`src/rtl/ser_par_pkg.sv`:
```
// rtl/ser_par_pkg.sv - shared types, defaults and fixed-point helper for ser_par_bank
package ser_par_pkg;

   localparam int DEF_WIDTH = 12;
   localparam int DEF_FRAC  = 10;
   localparam int DEF_N_REG = 4;

   typedef enum logic [1:0] {
      IDLE = 2'd0,
      ADDR = 2'd1,
      DATA = 2'd2
   } state_t;

   // Real value to default-width signed fixed point, rounded to nearest LSB.
   function automatic logic [DEF_WIDTH-1:0] to_q(input real r);
      return DEF_WIDTH'(int'(r * real'(1 << DEF_FRAC)));
   endfunction

endpackage

```
`src/rtl/ser_shift.sv`:
```
// rtl/ser_shift.sv - MSB-first serial-in shift register with clear and enable
module ser_shift #(
   parameter int W = 12
) (
   input  logic         clk,
   input  logic         rst,
   input  logic         clr,
   input  logic         en,
   input  logic         din,
   output logic [W-1:0] q
);

   // Left shift, new bit enters at LSB; clear has priority over shifting.
   always_ff @(posedge clk or negedge rst) begin
      if (!rst) begin
         q <= '0;
      end else if (clr) begin
         q <= '0;
      end else if (en) begin
         q <= (q << 1) | W'(din);
      end
   end

endmodule

```
`src/rtl/ser_par_bank.sv`:
```
// rtl/ser_par_bank.sv - framed serial loader into a shadow bank with atomic commit
module ser_par_bank
   import ser_par_pkg::*;
#(
   parameter int WIDTH  = DEF_WIDTH,
   parameter int FRAC   = DEF_FRAC,
   parameter int N_REG  = DEF_N_REG,
   parameter int ADDR_W = $clog2(N_REG)
) (
   input  logic                               clk,
   input  logic                               rst,
   input  logic                               start,
   input  logic                               enable,
   input  logic                               din,
   input  logic                               commit,
   output logic signed [N_REG-1:0][WIDTH-1:0] soglia,
   output logic                               busy,
   output logic                               wr_done,
   output logic [ADDR_W-1:0]                  wr_addr,
   output logic                               frame_err
);

   localparam int CNT_W = $clog2(WIDTH + 1);

   if (N_REG < 2 || FRAC > WIDTH || ADDR_W != $clog2(N_REG)) begin : g_param_check
      $error("ser_par_bank: illegal parameter set");
   end

   state_t                         state_q, state_d;
   logic [CNT_W-1:0]               cnt_q, cnt_d;
   logic                           shift_a, shift_d, clr;
   logic                           wr_en, err;
   logic                           addr_ok;
   logic [ADDR_W-1:0]              addr_q;
   logic [WIDTH-1:0]               data_q;
   logic [WIDTH-1:0]               word;
   logic [N_REG-1:0][WIDTH-1:0]    shadow_q, shadow_d;

   ser_shift #(.W(ADDR_W)) u_addr_shift (
      .clk (clk),
      .rst (rst),
      .clr (clr),
      .en  (shift_a),
      .din (din),
      .q   (addr_q)
   );

   ser_shift #(.W(WIDTH)) u_data_shift (
      .clk (clk),
      .rst (rst),
      .clr (clr),
      .en  (shift_d),
      .din (din),
      .q   (data_q)
   );

   // The word is complete on the edge that samples its last bit, so it is
   // assembled from the shift register plus the bit currently on din.
   assign word    = {data_q[WIDTH-2:0], din};
   assign addr_ok = 32'(addr_q) < N_REG;

   // FSM state and bit counter.
   always_ff @(posedge clk or negedge rst) begin
      if (!rst) begin
         state_q <= IDLE;
         cnt_q   <= '0;
      end else begin
         state_q <= state_d;
         cnt_q   <= cnt_d;
      end
   end

   // Next state: start always wins and restarts the frame, aborting any frame in flight.
   always_comb begin
      state_d = state_q;
      cnt_d   = cnt_q;
      shift_a = 1'b0;
      shift_d = 1'b0;
      clr     = 1'b0;
      wr_en   = 1'b0;
      err     = 1'b0;
      if (start) begin
         clr     = 1'b1;
         state_d = ADDR;
         cnt_d   = '0;
         err     = (state_q != IDLE);
      end else if (enable) begin
         case (state_q)
            ADDR: begin
               shift_a = 1'b1;
               if (cnt_q == CNT_W'(ADDR_W - 1)) begin
                  state_d = DATA;
                  cnt_d   = '0;
               end else begin
                  cnt_d = cnt_q + 1'b1;
               end
            end
            DATA: begin
               shift_d = 1'b1;
               if (cnt_q == CNT_W'(WIDTH - 1)) begin
                  state_d = IDLE;
                  cnt_d   = '0;
                  wr_en   = addr_ok;
                  err     = !addr_ok;
               end else begin
                  cnt_d = cnt_q + 1'b1;
               end
            end
            default: ;
         endcase
      end
   end

   // Shadow bank with the pending write folded in, so a coincident commit sees it.
   always_comb begin
      shadow_d = shadow_q;
      if (wr_en) begin
         shadow_d[addr_q] = word;
      end
   end

   // Registered status pulses, shadow bank and the committed threshold set.
   always_ff @(posedge clk or negedge rst) begin
      if (!rst) begin
         busy      <= 1'b0;
         wr_done   <= 1'b0;
         frame_err <= 1'b0;
         wr_addr   <= '0;
         shadow_q  <= '0;
         soglia    <= '0;
      end else begin
         busy      <= (state_d != IDLE);
         wr_done   <= wr_en;
         frame_err <= err;
         if (wr_en) begin
            wr_addr <= addr_q;
         end
         shadow_q <= shadow_d;
         if (commit) begin
            soglia <= shadow_d;
         end
      end
   end

endmodule

```
`config.mk`:
```
export PLATFORM = sky130hd
export DESIGN_NAME = ser_par_bank
export DESIGN_NICKNAME = d
export VERILOG_FILES = /design/src/rtl/ser_par_pkg.sv /design/src/rtl/ser_shift.sv /design/src/rtl/ser_par_bank.sv
export SDC_FILE = /design/constraint.sdc
export NUM_CORES = 1
export LEC_CHECK = 0
export ABC_AREA = 1
export BUFFER_PORTS_ARGS = -buffer_cell sky130_fd_sc_hd__buf_4
export CAP_MARGIN = 5
export CORE_MARGIN = 1.5
export CORE_UTILIZATION = 30
export DETAILED_ROUTE_END_ITERATION = 16
export SKIP_CTS_REPAIR_TIMING = 1
export SLEW_MARGIN = 40
export SYNTH_ARGS = -nofsm -noshare
export SYNTH_HDL_FRONTEND = slang
export SYNTH_HIERARCHICAL = 1
export SYNTH_SLANG_ARGS = --single-unit
```
`constraint.sdc`:
```
create_clock -name clk -period 4.85 [get_ports clk]
set_input_delay 0.485 -clock clk [delete_from_list [all_inputs] [get_ports clk]]
set_output_delay 0.485 -clock clk [all_outputs]
set_load 0.005 [all_outputs]
```
=== After elaboration in Yosys (flattened, before gate mapping) ===
Index checks and enable logic that the tools add are counted.

* Word-level logic and storage cells: 63
* Output and inout bits: 53
* Register bits after elaboration: 120

* Reductions and logical operators: 8
* Equal/unequal tests: 4
* Bitwise operators: 2
* Add/subtract/negate cells: 1
* Order comparisons: 2
* Mux-type cells: 30

{| class="wikitable"
|+ Operator list
! kind !! number
|-
| bitwise mux 48 bit || 1
|-
| two-way mux 48 bit || 1
|-
| demux 12 bit (select 2 bit) || 1
|-
| two-way mux 11 bit || 2
|-
| two-way mux 4 bit || 4
|-
| two-way mux 1 bit || 12
|-
| two-way mux 12 bit || 1
|-
| two-way mux 2 bit || 6
|-
| bitwise OR 11 x 1 -> 11 bit || 1
|-
| nonzero test 2 bit || 5
|-
| case mux 4 bit (2 select lines) || 1
|-
| adder 4 x 1 -> 4 bit, second input constant || 1
|-
| equality test 4 x 1 -> 1 bit, second input constant || 1
|-
| equality test 4 bit, second input constant || 1
|-
| case mux 2 bit (2 select lines) || 1
|-
| less-than comparator 2 x 3 -> 1 bit, second input constant || 1
|-
| nonzero test 3 bit || 1
|-
| equality test 2 x 1 -> 1 bit, second input constant || 1
|-
| equality test 2 bit, second input constant || 1
|-
| >= comparator 2 x 1 -> 1 bit, second input constant || 1
|-
| bitwise OR 2 x 1 -> 2 bit || 1
|-
| AND reduction 2 bit || 1
|-
| logical AND 1 bit || 1
|}

=== Logic depth before layout (Yosys ltp) ===
Gate-level depths: netlist (run 1).

* Word-level depth: 6
* Mapped depth: 12
* Depth with buffers taken out: 10

=== Cells and area by module ===
The synthesis (run 1) kept the hierarchy.

{| class="wikitable"
|+ By module, submodules not included
! module !! seq. area each (µm²) !! cells each !! area each (µm²) !! times used
|-
| ser_par_bank || 2677.6 || 607 || 4743.3 || 1
|-
| ser_shift (u_data_shift) || 300.3 || 53 || 491.7 || 1
|-
| ser_shift (u_addr_shift) || 50.0 || 10 || 85.1 || 1
|}

=== Worst setup path after synthesis (run 1) ===
No wires, ideal clock.

* Path kind: reg-to-reg
* Start: reg state_q[0]
* End: reg soglia[26] (netlist name)
* Library setup time: 117 ps
* Arrival: 1424 ps
* Clock period less this slack: 1541 ps
* Stages on the path, launching flop included: 11
* Slack: 3309 ps
* Path buffers: 1
* Cell sequence: dfrtp_1 > inv_1 > ha_1 > nand2_2 > nor2_4 > nand3_1 > buf_2 > nand2_1 > nand2_1 > nand2_1 > nand2_1

{| class="wikitable"
|+ RTL lines
! item !! RTL line !! text
|-
| from (decl) || ser_par_bank.sv:29 || <nowiki>state_t state_q, state_d;</nowiki>
|-
| from (signal assigned) || ser_par_bank.sv:68 || <nowiki>state_q <= state_d;</nowiki>
|-
| to (signal assigned) || ser_par_bank.sv:140 || <nowiki>soglia <= shadow_d;</nowiki>
|-
| to (decl) || ser_par_bank.sv:16 || <nowiki>output logic signed [N_REG-1:0][WIDTH-1:0] soglia,</nowiki>
|}

==> results.txt, run 1 <==
- For this configuration, the core starts out at a cell density of 30.6%.
- The tree is rooted in a sky130_fd_sc_hd__clkbuf_16.
* Synth Warn #: 6
- The largest individual stage delay along the critical path comes from the cell sky130_fd_sc_hd__dfrtp_1.
- Headroom to the max-slew limit came out at 52.0%.
- Later-pin clock latency in the skew report: around 420 ps
* Total negative setup slack: 0 ps
* Average footprint of a synthesized cell: 7.93 sq um
- After layout, the worst path uses 45.4% of the clock period.
- Pins over their slew limit: 0
* Fraction of final layout cells sized beyond drive strength 1: around an eighth
* Detail-routed via count per cell: ~4.5
- The critical path is of the flip-flop to flip-flop type.
- Largest net degree at the start of global routing: 54
- For this run, the detailed router's first-pass iteration total came to 8.
* Synth Cell Area: between 5000 and 6000 sq um
- Clock skew on the completed layout was measured at 6.43 ps.
- After technology mapping, the gate count stands at 666.
* Syn nets: a little under 700
* Most used cell along the critical path: sky130_fd_sc_hd__nand2_1
* Nets: approximately 730
- CP required: approximately 5200 ps
- Remaining Overflow, GRT: 0
- Clock sinks: 120
* Worst setup EP type: flip-flop
- Counting along the longest clock path gives a buffer depth of 2.
- H-Tree Depth: 4
* Final wirelength: about 13000 microns
- The first global-routing pass estimated between 20000 and 25000 microns of wire.
* Area enclosed by the die boundary: ~18000 sq um
- IO Port Bufs: 58
* # diodes: 0
* Fill cell instance count of the final layout: 1766
- Max-cap violations: 0
- Initial antenna violation count: 0
* Hpwl dp: 7920 microns
- CP Launch Type: flip-flop
- CTS Buf Count: 17
* Violation count after the first detailed-routing iteration: 382
* Worst stage delay on the critical path: roughly 400 ps
- Traced cell by cell, the critical path runs through inv_1, ha_1, nand2_2, nor2_4, inv_2, nor2_4, buf_16, buf_16, nand2_1, nand2_1, nand2_1, nand2_1.
- Worst-case vdd ir drop: approximately 240 uV
- Die height: 136 microns
- For this run, the total global-route usage over all layers was measured as around 15%.
- Setup violations remaining at the end of the flow were counted as 0.
- Die Wd: between 100 and 150 microns
- Unrepaired setup endpoints after global routing: no
- Biggest fanout along the worst timing path: 21
- The area growth from synthesis to layout is 21.5%.
- In this run the remaining antenna-violating nets after routing total 0.
* Number of global-route vias before repair: approximately 4100
- Derived from the worst setup path, the maximum achievable clock frequency is about 450 MHz.
* Transition time at the pin with the least slew margin: 718 ps
- Leakage dissipation: ~3.5 nW
- Dividing total power by cell area gives a power density of about 350 nW/um^2.
- Area of the core region: 17200 sq um
* Post-detailed-route wirelength per cell: 13.4 microns
- The floorplan has between 40 and 50 rows.
- Signal arrival time at the worst endpoint: 2560 ps
* Drt drc: 0
- Hold violation count in the final report: 0
- Num ports: 59
- Detailed routing inserted a total of between 4000 and 5000 vias.
- TritonCTS built the clock tree.
- Routability-driven placement finished with a final weighted congestion of approximately 0.80.
- Clock-pin slew was measured on the worst setup and hold paths at about 50 ps.
* Fin crit period: 2200 ps
* Final worst hold slack: ~120 ps
* Hold Crit Class: primary input to asynchronous set/reset pin
- The run finished with clean final reports.
[through the flow]
step                      total power [W]  util (%)  std cells  worst slack (ps)  area, sq um
final                             0.00224      37.2        952              2650         6410
after global routing              0.00234      37.2        952              2460         6410
after CTS                         0.00227      37.2        952              2660         6410
after detailed placement          0.00118      34.3        923              2680         5920
after global placement            0.00118      34.0        921              2440         5860
after floorplan                   0.00112         -        666              3310         5280
[cell type report]
class	instances	area, sq um	area share [%]
Clock inverter	5	25.0	0.390
Sequential cell	120	3000	46.8
Clock buffer	24	472	7.35
Tap cell	225	282	4.39
Multi-Input combinational cell	486	2010	31.3
Timing Repair Buffer	64	520	8.11
Inverter	28	105	1.64
[flip-flops by register name, summed over array words and instances, names as in the netlist, 2 cells and up]
name	count
shadow_q	48
soglia	48
u_data_shift/q	11
cnt_q	4
state_q	2
u_addr_shift/q	2
wr_addr	2
[worst paths after layout]
| kind | startpoint | endpoint | slack [ps] | cells past startpoint |
|---|---|---|---|---|
| min in group clk | din | u_data_shift/q[0]$_DFFE_PN0P_ | 350 | 3 |
| min reg2reg | soglia[18]$_DFFE_PN0P_ | soglia[18]$_DFFE_PN0P_ | 480 | 2 |
| min | rst | soglia[20]$_DFFE_PN0P_ | 120 | 1 |
| max reg2reg | state_q[0]$_DFF_PN0_ | soglia[36]$_DFFE_PN0P_ | 2650 | 12 |
| max | state_q[0]$_DFF_PN0_ | soglia[36]$_DFFE_PN0P_ | 2650 | 12 |
| max in group asynchronous | rst | soglia[44]$_DFFE_PN0P_ | 3790 | 2 |
[critical path, delay by kind of cell, from the launching register on]
kind | cells | cell delay [ps]
fa+ha+maj | 1 | 200
buf+inv | 4 | 540
simple gates | 7 | 1010
flops | 1 | 390
[power breakdown]
part | switching (W) | internal (W) | total, W
clock | 0.000414 | 0.000664 | 0.00108
combinational | 0.0000923 | 0.0000380 | 0.000130
sequential | 0.0000147 | 0.00102 | 0.00103
total | 0.000521 | 0.00172 | 0.00224
[metal layers]
metal | part of all wire [%] | routed length, microns | GRT usage (%) | vias to the layer above
met2 | 44 | 5630 | 22.4 | 98
met5 | 0 | 0 | 0 | -
li1 | - | - | - | 2154
met3 | 5.5 | 702 | 4.34 | 12
met1 | 49 | 6300 | 21.7 | 1987
met4 | 1.2 | 149 | 5.38 | 0
[layout by cell type (no fill, tap or decap)]
cell / n
sky130_fd_sc_hd__nand2_1: 389
sky130_fd_sc_hd__dfrtp_1: 120
sky130_fd_sc_hd__buf_4: 62
sky130_fd_sc_hd__o21ai_0: 50
sky130_fd_sc_hd__inv_1: 27
sky130_fd_sc_hd__nand3_1: 22
sky130_fd_sc_hd__clkbuf_16: 17
sky130_fd_sc_hd__nor2_1: 5
sky130_fd_sc_hd__ha_1: 5
sky130_fd_sc_hd__clkinv_2: 5
sky130_fd_sc_hd__clkbuf_1: 5
sky130_fd_sc_hd__a21oi_1: 4
sky130_fd_sc_hd__nand2_2: 2
sky130_fd_sc_hd__nor2_4: 2
sky130_fd_sc_hd__o22ai_1: 2
sky130_fd_sc_hd__clkbuf_8: 2
sky130_fd_sc_hd__buf_16: 2
sky130_fd_sc_hd__nor2_2: 2
sky130_fd_sc_hd__inv_2: 1
sky130_fd_sc_hd__o21bai_1: 1
sky130_fd_sc_hd__mux2i_1: 1
sky130_fd_sc_hd__xor2_1: 1
Power figures use the tool's default switching activity.
==> run 2: changes to the inputs <==
==> constraint.sdc (replaced) <==
create_clock -name clk -period 2 [get_ports clk]
set_input_delay 0.2 -clock clk [delete_from_list [all_inputs] [get_ports clk]]
set_output_delay 0.2 -clock clk [all_outputs]
set_load 0.005 [all_outputs]
==> run 2 against run 1 <==
  * Non-clock buffer count increased by 10
  * Critical path depth decreased by 2
  * Die area unchanged
  * Register-to-register slack got worse by 2400 ps
  * First-iteration DRC count decreased by 34%
  * Setup slack got worse by 2400 ps
  * Critical endpoint is now soglia[24]$_DFFE_PN0P_
  * Largest power group unchanged
==> results.txt, run 2 (synthesis gave the netlist of run 1 again) <==
* Nets: about 740
- Using the TritonRoute via totals, the vias-per-cell ratio works out to 4.41.
- Violation count after the first detailed-routing iteration: roughly 250
* Total negative setup slack: 0 ps
* Overall fraction of global-route tracks in use: between 10% and 20%
* Number of global-route vias before repair: ~4200
- Area delta synth->final: 25.3%
- # diodes: 0
- Final Total Pwr: 0.00596 W
* Num ports: around 60
- In this run, the combinational gates consume roughly 5.8% of the power.
- Vias: about 4300
* Area of the core region: between 15000 and 20000 sq um
- Area of all placed cells without fillers: approximately 6600 sq um
- For this run, the number of standard cells in the final layout without fillers is between 900 and 1000.
* Largest net degree at the start of global routing: 62
- Transition time at the pin with the least slew margin: between 500 and 600 ps
- Measured along the y axis, the die boundary spans 136 microns.
- In this run, placement finished with an instance count of between 900 and 1000.
- For the worst-skew pair, the clock arrives at the later sink with an insertion delay of between 400 and 500 ps.
* First-pass GRT wire length: about 21000 microns
- Die Wd: about 140 microns
- CP required: ~2400 ps
- The worst hold path terminates at u_addr_shift/q[0]$_DFFE_PN0P_.
* Fill cell instance count of the final layout: approximately 1800
- Setup slack at placement: approximately 230 ps
* Critical R2R Capture: soglia[24]$_DFFE_PN0P_
- Along the worst hold path, the cell count comes to 3.
* Critical path type: flip-flop to flip-flop
- Setup Viol. Count Final: 0
- Hold Crit Class: primary input to flip-flop
- Highest attainable clock frequency: roughly 560 MHz
- The congestion estimate from routability-driven global placement came to 0.792.
- The setup check on the worst reg-to-reg path leaves a slack of between 200 and 250 ps.
- Footprint of the flip-flops and latches: 3000 sq um
* Max-cap violations: 0
- Part of the power in registers: a little over two fifths
- The max-slew violation count was 0.
- Router iterations before antenna repair: 4
- Clock Tree Root: sky130_fd_sc_hd__clkbuf_16
- No sink is reached through more buffers than the 2 on the longest clock path.
- TritonCTS built the clock tree.
- Final wirelength: around 13000 microns
* Worst flop-to-flop path startpoint: state_q[0]$_DFF_PN0_
- The detail route stage leaves a number of antenna-violating nets equal to 0.
* Unrepaired setup endpoints after global routing: no
* Signal arrival time at the worst endpoint: roughly 2100 ps
- STA classifies the critical path endpoint as a flip-flop.
* Startpoint of the worst hold path: din
* Switch Pwr: 0.00130 W
* Effective utilization at floorplan: between 30% and 40%
* Biggest fanout along the worst timing path: slightly below 50
- IO Port Bufs: slightly below 60
- In this run the static leakage power is ~3.6 nW.
- The die covers roughly 18000 sq um.
- Drt drc: 0
- Clock network power share: between 50% and 60%
- The final hold violation count was 0.
- In this run the tightest slew margin relative to its limit is about two thirds.
- Dividing total power by cell area gives a power density of 901 nW/um^2.
* Post-route clock skew: between 7 and 8 ps
* Worst-case vdd ir drop: around 600 uV
- Net switching fraction of the power: between 20% and 30%
- Most common cell after layout, fill and taps aside: sky130_fd_sc_hd__nand2_1
- The H-tree was split into 4 levels.
- Result of the run: finished, final reports clean
* Worst r2r path cells: 10
- Final critical-path setup slack: roughly 220 ps
- The floorplan has 48 rows.
* Worst-path clk slew: ~50 ps
- Cells with a size suffix above 1 make up between 10 and 15% of the layout.
- The initial antenna violation count came to 0.
* Fin crit period: approximately 1800 ps
* Clock sinks: between 100 and 150
* Remaining Overflow, GRT: 0
- Area after DPL: between 5000 and 6000 sq um
* Area used by multi-input combinational logic: around 2000 sq um
- Dividing the detail-routed wire length by the instance count gives 13.1 microns.
- In the final layout, the registers with the most flip-flops are shadow_q (48), soglia (48), u_data_shift/q (11).
- The final critical path takes up just under 90% of the cycle.
- Commonest cells after routing, fill and taps aside: 389 x sky130_fd_sc_hd__nand2_1, 120 x sky130_fd_sc_hd__dfrtp_1, 69 x sky130_fd_sc_hd__buf_4
- Hpwl dp: 8060 microns
* Cell Int Power: ~0.0047 W
- Buffers inserted during clock tree synthesis total 17.
- STA classifies the critical path startpoint as a flip-flop.
run 2: cell count changes in the layout (fill, tap and decap cells not counted), sizes merged:
cell | previous run | this run
buf | 64 | 73
bufinv | 0 | 3
clkbuf | 24 | 23
clkinv | 5 | 6
dlygate4sd3 | 0 | 1
run 2: cell type report:
type                    count  area share, %
flip-flops and latches    120           45.4
multi-input cells         486           30.4
repair buffers             74           9.19
clock buffers              23           7.38
well taps                 225           4.26
clock inverters             9           1.82
inverters                  28           1.59
run 2: power groups by stage:
stage	Combinational (W)	Sequential, W	Clock (W)
after floorplan	0.000197	0.00253	0
after global placement	0.000348	0.00253	0
after detailed placement	0.000353	0.00253	0
after CTS	0.000354	0.00249	0.00320
after global routing	0.000398	0.00250	0.00330
final	0.000344	0.00249	0.00312
run 2: through the flow:
stage	hold WS, ps	utilization, %
2_1_floorplan	-95.6	-
3_3_place_gp	103	34.8
3_5_place_dp	104	34.8
4_1_cts	-340	38.3
5_1_grt	66.2	38.4
6_report	76.0	38.4
run 2: worst max-delay path: stages, from the launching register on:
cell                      delay (ps)
sky130_fd_sc_hd__dfrtp_1         360
sky130_fd_sc_hd__inv_1            70
sky130_fd_sc_hd__ha_1            230
sky130_fd_sc_hd__nand2_2         110
sky130_fd_sc_hd__nor2_4           50
sky130_fd_sc_hd__nand3_1          70
sky130_fd_sc_hd__buf_4           450
sky130_fd_sc_hd__nand2_1          90
sky130_fd_sc_hd__nand2_1         140
sky130_fd_sc_hd__nand2_1          60
sky130_fd_sc_hd__nand2_1          60
run 2: how the worst max path moves through the flow:
| stage | end | cells past startpoint | slack, ps | start |
|---|---|---|---|---|
| after floorplan | soglia[26]$_DFFE_PN0P_ | 10 | 460 | state_q[0]$_DFF_PN0_ |
| after global routing | soglia[16]$_DFFE_PN0P_ | 10 | 20 | state_q[0]$_DFF_PN0_ |
| after global placement | soglia[23]$_DFFE_PN0P_ | 10 | 270 | state_q[0]$_DFF_PN0_ |
| after detailed placement | soglia[23]$_DFFE_PN0P_ | 10 | 230 | state_q[0]$_DFF_PN0_ |
| after CTS | soglia[23]$_DFFE_PN0P_ | 10 | 200 | state_q[0]$_DFF_PN0_ |
| final | soglia[24]$_DFFE_PN0P_ | 10 | 220 | state_q[0]$_DFF_PN0_ |
run 2: metal layers:
metal | up-vias | track usage (%) | share of wire (%)
met4 | 0 | 4.30 | 0.35
met3 | 2 | 4.15 | 4.0
li1 | 2184 | - | -
met2 | 76 | 23.1 | 46
met1 | 1995 | 20.8 | 50
met5 | - | 0 | 0
